File: src/rtl/dcache_responder.sv
// dcache_responder: direct-mapped, write-through, no-write-allocate L1 data cache.
// Serves a single-word CPU port and fills/writes through a single-word memory port.
// Optional hit/miss counters are enabled by defining DCACHE_STATS_EN.
module dcache_responder #(
  parameter int SETS       = 16,
  parameter int LINE_WORDS = 4
) (
  input  logic        clk,
  input  logic        rst,
  input  logic        cpu_read,
  input  logic        cpu_write,
  input  logic [3:0]  cpu_mbe,
  input  logic [31:0] cpu_addr,
  input  logic [31:0] cpu_wdata,
  output logic        cpu_resp,
  output logic [31:0] cpu_rdata,
  output logic        mem_read,
  output logic        mem_write,
  output logic [3:0]  mem_mbe,
  output logic [31:0] mem_addr,
  output logic [31:0] mem_wdata,
  input  logic        mem_resp,
  input  logic [31:0] mem_rdata
`ifdef DCACHE_STATS_EN
  ,
  output logic [31:0] hit_count,
  output logic [31:0] miss_count
`endif
);

  localparam int OB = $clog2(LINE_WORDS);
  localparam int IB = $clog2(SETS);
  localparam int TB = 30 - OB - IB;
  localparam int KW = (OB > 0) ? OB : 1;

  typedef enum logic [1:0] {IDLE, RESP, FILL, WRITE} state_e;

  state_e          state_q, state_d;
  logic [KW-1:0]   k_q, k_d;
  logic            cpu_resp_q, cpu_resp_d;
  logic [31:0]     cpu_rdata_q, cpu_rdata_d;
  logic            mem_read_q, mem_read_d;
  logic            mem_write_q, mem_write_d;
  logic [3:0]      mem_mbe_q, mem_mbe_d;
  logic [31:0]     mem_addr_q, mem_addr_d;
  logic [31:0]     mem_wdata_q, mem_wdata_d;

  logic [SETS-1:0] valid_q;
  logic [TB-1:0]   tag_q  [SETS];
  logic [31:0]     data_q [SETS][LINE_WORDS];

  logic [KW-1:0]   off;
  logic [IB-1:0]   idx;
  logic [TB-1:0]   tag;
  logic [31:0]     line_base;
  logic            hit;
  logic [31:0]     merged;
  logic            fill_we, wr_we, line_set;
  logic            unused_addr_bits;

  // Byte offset bits are never used; the port is word-granular.
  assign unused_addr_bits = ^cpu_addr[1:0];

  if (OB > 0) begin : g_off
    assign off = cpu_addr[2 +: OB];
  end else begin : g_off0
    assign off = '0;
  end

  assign idx       = cpu_addr[2+OB +: IB];
  assign tag       = cpu_addr[31 -: TB];
  assign line_base = {cpu_addr[31:2+OB], {(2+OB){1'b0}}};
  assign hit       = valid_q[idx] && (tag_q[idx] == tag);

  // Write-hit data: old cached word with enabled bytes replaced.
  always_comb begin
    merged = data_q[idx][off];
    for (int b = 0; b < 4; b++)
      if (cpu_mbe[b]) merged[8*b +: 8] = cpu_wdata[8*b +: 8];
  end

  // Next-state and registered-output computation for the controller.
  always_comb begin
    state_d     = state_q;
    k_d         = k_q;
    cpu_resp_d  = 1'b0;
    cpu_rdata_d = cpu_rdata_q;
    mem_read_d  = 1'b0;
    mem_write_d = 1'b0;
    mem_mbe_d   = mem_mbe_q;
    mem_addr_d  = mem_addr_q;
    mem_wdata_d = mem_wdata_q;
    fill_we     = 1'b0;
    wr_we       = 1'b0;
    line_set    = 1'b0;
    unique case (state_q)
      IDLE: begin
        if (cpu_write) begin
          state_d     = WRITE;
          mem_write_d = 1'b1;
          mem_addr_d  = {cpu_addr[31:2], 2'b00};
          mem_wdata_d = cpu_wdata;
          mem_mbe_d   = cpu_mbe;
        end else if (cpu_read) begin
          if (hit) begin
            state_d     = RESP;
            cpu_resp_d  = 1'b1;
            cpu_rdata_d = data_q[idx][off];
          end else begin
            state_d    = FILL;
            k_d        = '0;
            mem_read_d = 1'b1;
            mem_addr_d = line_base;
            mem_mbe_d  = 4'hF;
          end
        end
      end
      FILL: begin
        mem_read_d = 1'b1;
        if (mem_resp) begin
          fill_we = 1'b1;
          if (k_q == KW'(LINE_WORDS - 1)) begin
            line_set    = 1'b1;
            state_d     = RESP;
            cpu_resp_d  = 1'b1;
            mem_read_d  = 1'b0;
            // Requested word may be the one arriving right now.
            cpu_rdata_d = (k_q == off) ? mem_rdata : data_q[idx][off];
          end else begin
            k_d        = k_q + KW'(1);
            mem_addr_d = line_base | (32'(k_d) << 2);
          end
        end
      end
      WRITE: begin
        mem_write_d = 1'b1;
        if (mem_resp) begin
          mem_write_d = 1'b0;
          wr_we       = hit;
          state_d     = RESP;
          cpu_resp_d  = 1'b1;
        end
      end
      RESP: state_d = IDLE;
      default: state_d = IDLE;
    endcase
  end

  // Controller state, registered outputs and valid bits.
  always_ff @(posedge clk) begin
    if (rst) begin
      state_q     <= IDLE;
      k_q         <= '0;
      cpu_resp_q  <= 1'b0;
      cpu_rdata_q <= '0;
      mem_read_q  <= 1'b0;
      mem_write_q <= 1'b0;
      mem_mbe_q   <= '0;
      mem_addr_q  <= '0;
      mem_wdata_q <= '0;
      valid_q     <= '0;
    end else begin
      state_q     <= state_d;
      k_q         <= k_d;
      cpu_resp_q  <= cpu_resp_d;
      cpu_rdata_q <= cpu_rdata_d;
      mem_read_q  <= mem_read_d;
      mem_write_q <= mem_write_d;
      mem_mbe_q   <= mem_mbe_d;
      mem_addr_q  <= mem_addr_d;
      mem_wdata_q <= mem_wdata_d;
      if (line_set) valid_q[idx] <= 1'b1;
    end
  end

  // Tag and data arrays; validity is tracked separately so these need no reset.
  always_ff @(posedge clk) begin
    if (!rst) begin
      if (fill_we)  data_q[idx][k_q] <= mem_rdata;
      if (wr_we)    data_q[idx][off] <= merged;
      if (line_set) tag_q[idx]       <= tag;
    end
  end

  assign cpu_resp  = cpu_resp_q;
  assign cpu_rdata = cpu_rdata_q;
  assign mem_read  = mem_read_q;
  assign mem_write = mem_write_q;
  assign mem_mbe   = mem_mbe_q;
  assign mem_addr  = mem_addr_q;
  assign mem_wdata = mem_wdata_q;

`ifdef DCACHE_STATS_EN
  logic [31:0] hit_count_q, hit_count_d, miss_count_q, miss_count_d;

  // Count read lookups as they leave IDLE; writes are not counted.
  always_comb begin
    hit_count_d  = hit_count_q;
    miss_count_d = miss_count_q;
    if (state_q == IDLE && !cpu_write && cpu_read) begin
      if (hit) hit_count_d  = hit_count_q + 32'd1;
      else     miss_count_d = miss_count_q + 32'd1;
    end
  end

  // Counter registers.
  always_ff @(posedge clk) begin
    if (rst) begin
      hit_count_q  <= '0;
      miss_count_q <= '0;
    end else begin
      hit_count_q  <= hit_count_d;
      miss_count_q <= miss_count_d;
    end
  end

  assign hit_count  = hit_count_q;
  assign miss_count = miss_count_q;
`endif

endmodule

File: config.mk
export PLATFORM = sky130hd
export DESIGN_NAME = dcache_responder
export DESIGN_NICKNAME = d
export VERILOG_FILES = /design/src/rtl/dcache_responder.sv
export SDC_FILE = /design/constraint.sdc
export NUM_CORES = 2
export LEC_CHECK = 0
export ABC_AREA = 1
export CORE_ASPECT_RATIO = 1.5
export CORE_MARGIN = 4
export CORE_UTILIZATION = 38
export CTS_BUF_LIST = sky130_fd_sc_hd__clkbuf_8
export CTS_CLUSTER_SIZE = 10
export DETAILED_ROUTE_END_ITERATION = 8
export DONT_BUFFER_PORTS = 1
export GPL_TIMING_DRIVEN = 0
export RECOVER_POWER = 25
export SLEW_MARGIN = 25
export SYNTH_ARGS = -nofsm -noshare
export SYNTH_HDL_FRONTEND = slang
export SYNTH_SLANG_ARGS = --single-unit
File: constraint.sdc
create_clock -name clk -period 5.9 [get_ports clk]
set_input_delay 1.18 -clock clk [delete_from_list [all_inputs] [get_ports clk]]
set_output_delay 1.18 -clock clk [all_outputs]
set_load 0.01 [all_outputs]
Word-level counts from Yosys, hierarchy flattened:

Memory sizes are Yosys's and may differ from the RTL's.
Cells that the tools add are included.

* add/sub/neg operators: 1
* $lt $le $gt $ge: 6
* eq/ne operators: 17
* mux-type cells: 201
* bitwise gates (word level): 132
* reductions and logical operators: 13

Operators by type and width (number)
* $mux W32: 15
* $mux W128: 2
* $mux W1: 154
* $demux W32 S2: 2
* $or A1 B1 Y1: 128
* $pmux W32 S2: 2
* $bmux W32 S2: 1
* $mux W8: 4
* $or A32 B4 Y32: 1
* $eq A24 B24 Y1: 1
* $mux W2: 11
* $ne A2 B2 Y1 const B: 9
* $or A16 B16 Y16: 1
* $mux W4: 3
* $reduce_and A6 Y1: 2
* $pmux W2 S4: 1
* $eq A2 B2 Y1 const B: 3
* $ge A3 B3 Y1 const B: 2
* $lt A3 B1 Y1 const B: 2
* $ne A3 B3 Y1 const B: 2
* $not A2 Y3: 2
* $lt A4 B5 Y1 const B: 1
* $reduce_and A5 Y1: 1
* $bmux W1 S4: 1
* 14 further kinds: 19

* register bits: 123
* memory bits (writable): 2432
* input bits: 105
* output and inout port bits: 103
* word-level logic and storage cells: 382
* memories kept: 2

Memories
* data_q: words 16, width 128, read ports 1, clocked after memory_dff 0, wr ports 1, RTL line 50 `logic [31:0] data_q [SETS][LINE_WORDS];`
* tag_q: words 16, width 24, read ports 1, clocked after memory_dff 0, wr ports 1, RTL line 49 `logic [TB-1:0] tag_q [SETS];`

Logic depth before layout (Yosys ltp):

* depth after elaboration: 9
* gate-level depth with buffers: 23
* mapped depth without buffers: 21

Worst setup path after synthesis:

OpenSTA, ideal clock, no wires.

* path kind: input to register
* start: in cpu_addr[4]
* end: mem data_q[0][64] in the netlist's numbering (enable)
* library setup time: 432 ps
* arrival time: 4651 ps
* data required time: 5468 ps
* path slack: 817 ps
* cell stages on the path: 17
* path buffers: 4
* cell sequence: buf_4 buf_4 buf_2 nand2_1 a21oi_1 o21ai_0 nand2_1 o21ai_0 nand2_1 nor2_1 nand2_1 nor2_1 nand2_1 nor3_4 nand2_1 clkbuf_1 a21oi_1

* longest elaborated chain between the ends: 9
* elaborated cells on any way between the ends: 11
* those cells by class: eq/ne: 1; mux: 7; bitwise: 1; reduce/logical: 1; memory: 1

RTL lines
* start: declaration: RTL line 13 `input logic [31:0] cpu_addr,`
* $mem_v2 Z16 W24 / $bmux W1 S4 (equally long branches)
* $eq A24 B24 Y1 / $mux W1 (equally long branches): RTL line 73 `assign hit = valid_q[idx] && (tag_q[idx] == tag);`
* $logic_and A1 B1 Y1: RTL line 73
* $mux W1: RTL line 137 `if (mem_resp) begin`
* $mux W1: RTL line 96 `unique case (state_q)`
* $mux W1: RTL line 180 `if (wr_we) data_q[idx][off] <= merged;`
* $mux W1: RTL line 178 `if (!rst) begin`
* $mux W128 (implied by the code): RTL line 180
* $or A1 B1 Y1 (no line)
* end: declaration: RTL line 50

Several ways; a longest one is shown, not always the timed one. The select of a mux whose other input is x is not followed.

Worst setup path in the final report:

* start: in cpu_addr[5]
* end: mem data_q[11][87] in the netlist's numbering, data pin

* longest elaborated chain between the ends: 9
* elaborated cells on any way between the ends: 16
* those cells by class: eq/ne: 1; mux: 12; reduce/logical: 1; memory: 2

RTL lines (RTL line)
* $mem_v2 Z16 W24 / $bmux W1 S4 (equally long branches)
* $eq A24 B24 Y1 / $mux W1 (equally long branches): 73
* $logic_and A1 B1 Y1: 73
* $mux W1: 137
* $mux W1: 96
* $mux W1: 180
* $mux W1: 178
* $mux W128 (implied by the code): 180
* $mux W1 (no line) (*)

Mark *: on every way between the ends. The rest lies on a longest branch, timed or not. The select of a mux whose other input is x is not followed.

==> flow_summary.yaml <==
setup_path:
  cp_top_family: "buffers and inverters"
  crit_buf_inv: 6
  r2r_slack_ps: 910
  r2r_cells: 14
  crit_path_max_fanout: 16
  crit_path_cell_trace: "nand2_1, inv_2, buf_4, buf_2, buf_2, clkbuf_1, buf_2, a22oi_1, nand2_1, nand2_1, a41oi_1, nor2_1, nand3_1, o21ai_0, o21ai_2"
  worst_path_largest_cell_delay_ps: 970
  start_kind: "input pin"
  crit_arrival_ps: 6880
  critPathCaptureType: "flop"
  cp_slowest_cell: "clkbuf_1"
  path_depth: 15
  crit_type: "input pin to flop"
  critPathRequiredTime_ps: 6550
  r2r_start: "tag_q[12][19]$_DFFE_PP_"
  timing.rr.end: "data_q[13][19]$_DFFE_PP_"
global_route:
  grt_overflow: 0
  antenna_found_initial: 43
  grt_max_degree: 21
  grt_pass1_wl_um: 560000
  grt_pass1_vias: 67756
  grtUsageTotal_pct: 30.4
power:
  ir_worst_vdd_mv: 0.205
  power.density_mw_per_mm2: 323
  p_leak_nw: 41.3
logic_synthesis:
  ys_types: 34
  synthCells: 7344
  synth_top_flop_cell: "edfxtp_1"
  synth_top_cell_by_area: "edfxtp_1"
  synth_enable_flop_cells: 2432
  synth_commonest_cells: "edfxtp_1 (2432), nand2_1 (2141), a22oi_1 (1055)"
  synth.most_common_cell: "edfxtp_1"
  synthTopCellsByArea: "edfxtp_1 (74%), nand2_1 (8.1%), a22oi_1 (8.0%)"
  ys_seq_area_share_pct: 76.2
  syn-cell-area_mm2: 0.0990
  yosys_warnings: 0
  syn_area_per_cell_um2: 13.5
  synth_top_area_share_pct: 73.8
  ys_ff_latch: 2553
  ys_async_sr_fraction_pct: 0
sta:
  hold_viol_final: 0
  drv_slew: 0
  fin_crit_sh_pct: 106
  fin_crit_ps: 6230
  slew_headroom_pct: 15.9
  setup_viol: 275
  rsz0062_at_grt: "true"
  worst_slew_pin_slew_ps: 1260
  setup_ws_ps: -327
  finClkSkew_ps: 111
  fmax_mhz: 161
floorplan:
  io_pins: 208
  die_area_mm2: 0.269
  rows: 229
  start_util_pct: 38.2
  die_w_um: 425
  die_y_um: 633
  core_area_mm2: 0.259
status:
  status: "finished, violations left"
  violations: "negative setup slack"
routing:
  routed.top_layer: "met5"
  vias: 71378
  ant_nets: 0
  wl_met2_um: 185000
  vias_per_cell: 6.01
  drt_wl_total_um: 420000
  drcViolationCount: 0
  wl_met3_um: 55200
  wl_per_cell_um: 35.4
  firstDrtPassIters: 6
  m1WireLength_um: 138000
  drt-initial-drc-count: 10428
cells_and_area:
  nets: 8173
  fillers: 22829
  fin_area_mm2: 0.119
  drive_gt1_share_pct: 13.6
  syn2layout_area_growth_pct: 20.0
clock_network:
  cts_sinks: 2553
  htree_levels: 5
  cts.repair.resized: 0
  cts_buffer_depth: 4
  cts_tree: "built"
  hold_buffers: 0
  path_clk_slew_ps: 80
  clk-insertion-delay-late_ps: 1080
  root_buffer: "clkbuf_8"
  cts_made_buffers: 386
place:
  hpwl_um: 309000
  io_buffer_count: 0
  postPlaceCellArea_mm2: 0.112
  pre_cts_slack_ps: -1180
  gp_congestion: 1.05
worst_hold_path:
  worstHoldEndpoint: "tag_q[13][13]$_DFFE_PP_"
  hold_class: "input pin to flop"
  hold_start: "cpu_addr[21]"
  whs_path_depth: 0
flow_run:
  cap_viol_max_count: 0
[timing repair]
action / CTS / global route
buffers inserted: 2 / 0
pin swaps: 2 / 0
setup endpoints to repair: 28 / 32
[kinds of logic after synthesis]
family          Yosys count  synth area share [%]
compound gates         1576                  10.9
fa+ha+maj                 9                 0.114
buf+inv                 534                  2.14
flops                  2553                  76.2
mux                      21                 0.212
other cells               1               0.00379
simple gates           2650                  10.4
[sequential cells by signal, summed over array words and instances, names as in the netlist]
name       count
tag_q        384
mem_mbe        4
mem_write      1
cpu_resp       1
cpu_rdata     32
k_q            2
data_q      2048
mem_wdata     32
state_q        2
mem_addr      30
valid_q       16
mem_read       1
[layout make-up]
class	instances	area (µm²)	area share (%)
Sequential cell	2553	75500	63.5
Multi-Input combinational cell	4258	22800	19.1
Timing Repair Buffer	326	6970	5.86
Clock buffer	404	5560	4.68
Tap cell	3465	4340	3.65
Buffer	456	1900	1.60
Clock inverter	282	1450	1.22
Inverter	78	293	0.246
Antenna cell	55	138	0.116
[where the power goes]
| part | total, mW | internal (mW) | switching, mW |
|---|---|---|---|
| Clock | 13.8 | 6.70 | 7.05 |
| Sequential | 20.7 | 20.2 | 0.533 |
| Combinational | 3.99 | 0.992 | 3.00 |
| Total | 38.4 | 27.8 | 10.6 |
[routing by layer]
| layer | GRT usage, % | vias up |
|---|---|---|
| met1 | 33.9 | 35350 |
| li1 | - | 29005 |
| met5 | 0 | - |
| met4 | 24.4 | 22 |
| met2 | 46.4 | 5486 |
| met3 | 11.6 | 1515 |
[worst register-to-register path: cells and delay by family (launching register included)]
family | cells | cell delay (ps)
simple gates | 7 | 1930
compound gates | 4 | 1370
buf+inv | 3 | 950
flops | 1 | 370
[worst max-delay path by stage]
| stage | start | slack [ps] | to |
|---|---|---|---|
| final | cpu_addr[5] | -330 | data_q[11][87]$_DFFE_PP_ |
| after floorplan | cpu_addr[4] | 820 | data_q[0][64]$_DFFE_PP_ |
| after CTS | cpu_addr[5] | 40 | data_q[9][87]$_DFFE_PP_ |
| after global placement | cpu_addr[6] | -5390 | data_q[7][43]$_DFFE_PP_ |
| after detailed placement | cpu_addr[7] | -1180 | data_q[6][102]$_DFFE_PP_ |
| after global routing | cpu_addr[5] | -160 | data_q[1][87]$_DFFE_PP_ |
[metrics by stage]
stage               utilization, %  power (mW)  hold slack, ps   TNS, ps  cells
floorplan                        -        22.9             423         0   7345
global placement              39.9        24.6             434         -  10810
detailed placement            43.1        24.8             448  -1897580  11133
CTS                           45.8        38.3             171         0  11821
global route                  45.8        39.5             176     -4140  11831
finish                        45.8        38.4             207    -19370  11877
[layout by cell type, fill, tap and decap left out, drive strengths merged]
cell type / Yosys / final
a21oi: 173 / 173
nand3: 144 / 144
clkinvlp: 0 / 5
o21a: 1 / 1
diode: 0 / 55
a22o: 2 / 2
or2: 1 / 1
inv: 76 / 214
conb: 1 / 2
a221oi: 1 / 1
clkinv: 2 / 133
a211oi: 21 / 21
edfxtp: 2432 / 2432
o21ai: 269 / 269
a21o: 2 / 2
and2: 1 / 1
a41oi: 42 / 42
o22ai: 8 / 8
bufinv: 0 / 8
buf: 121 / 440
clkbuf: 335 / 746
dfxtp: 121 / 121
nand2: 2141 / 2141
mux2i: 21 / 21
nor2: 280 / 280
nor3: 10 / 10
a31oi: 2 / 2
a22oi: 1055 / 1055
nand4: 73 / 73
ha: 9 / 9
(Power assumes the default switching activity.)
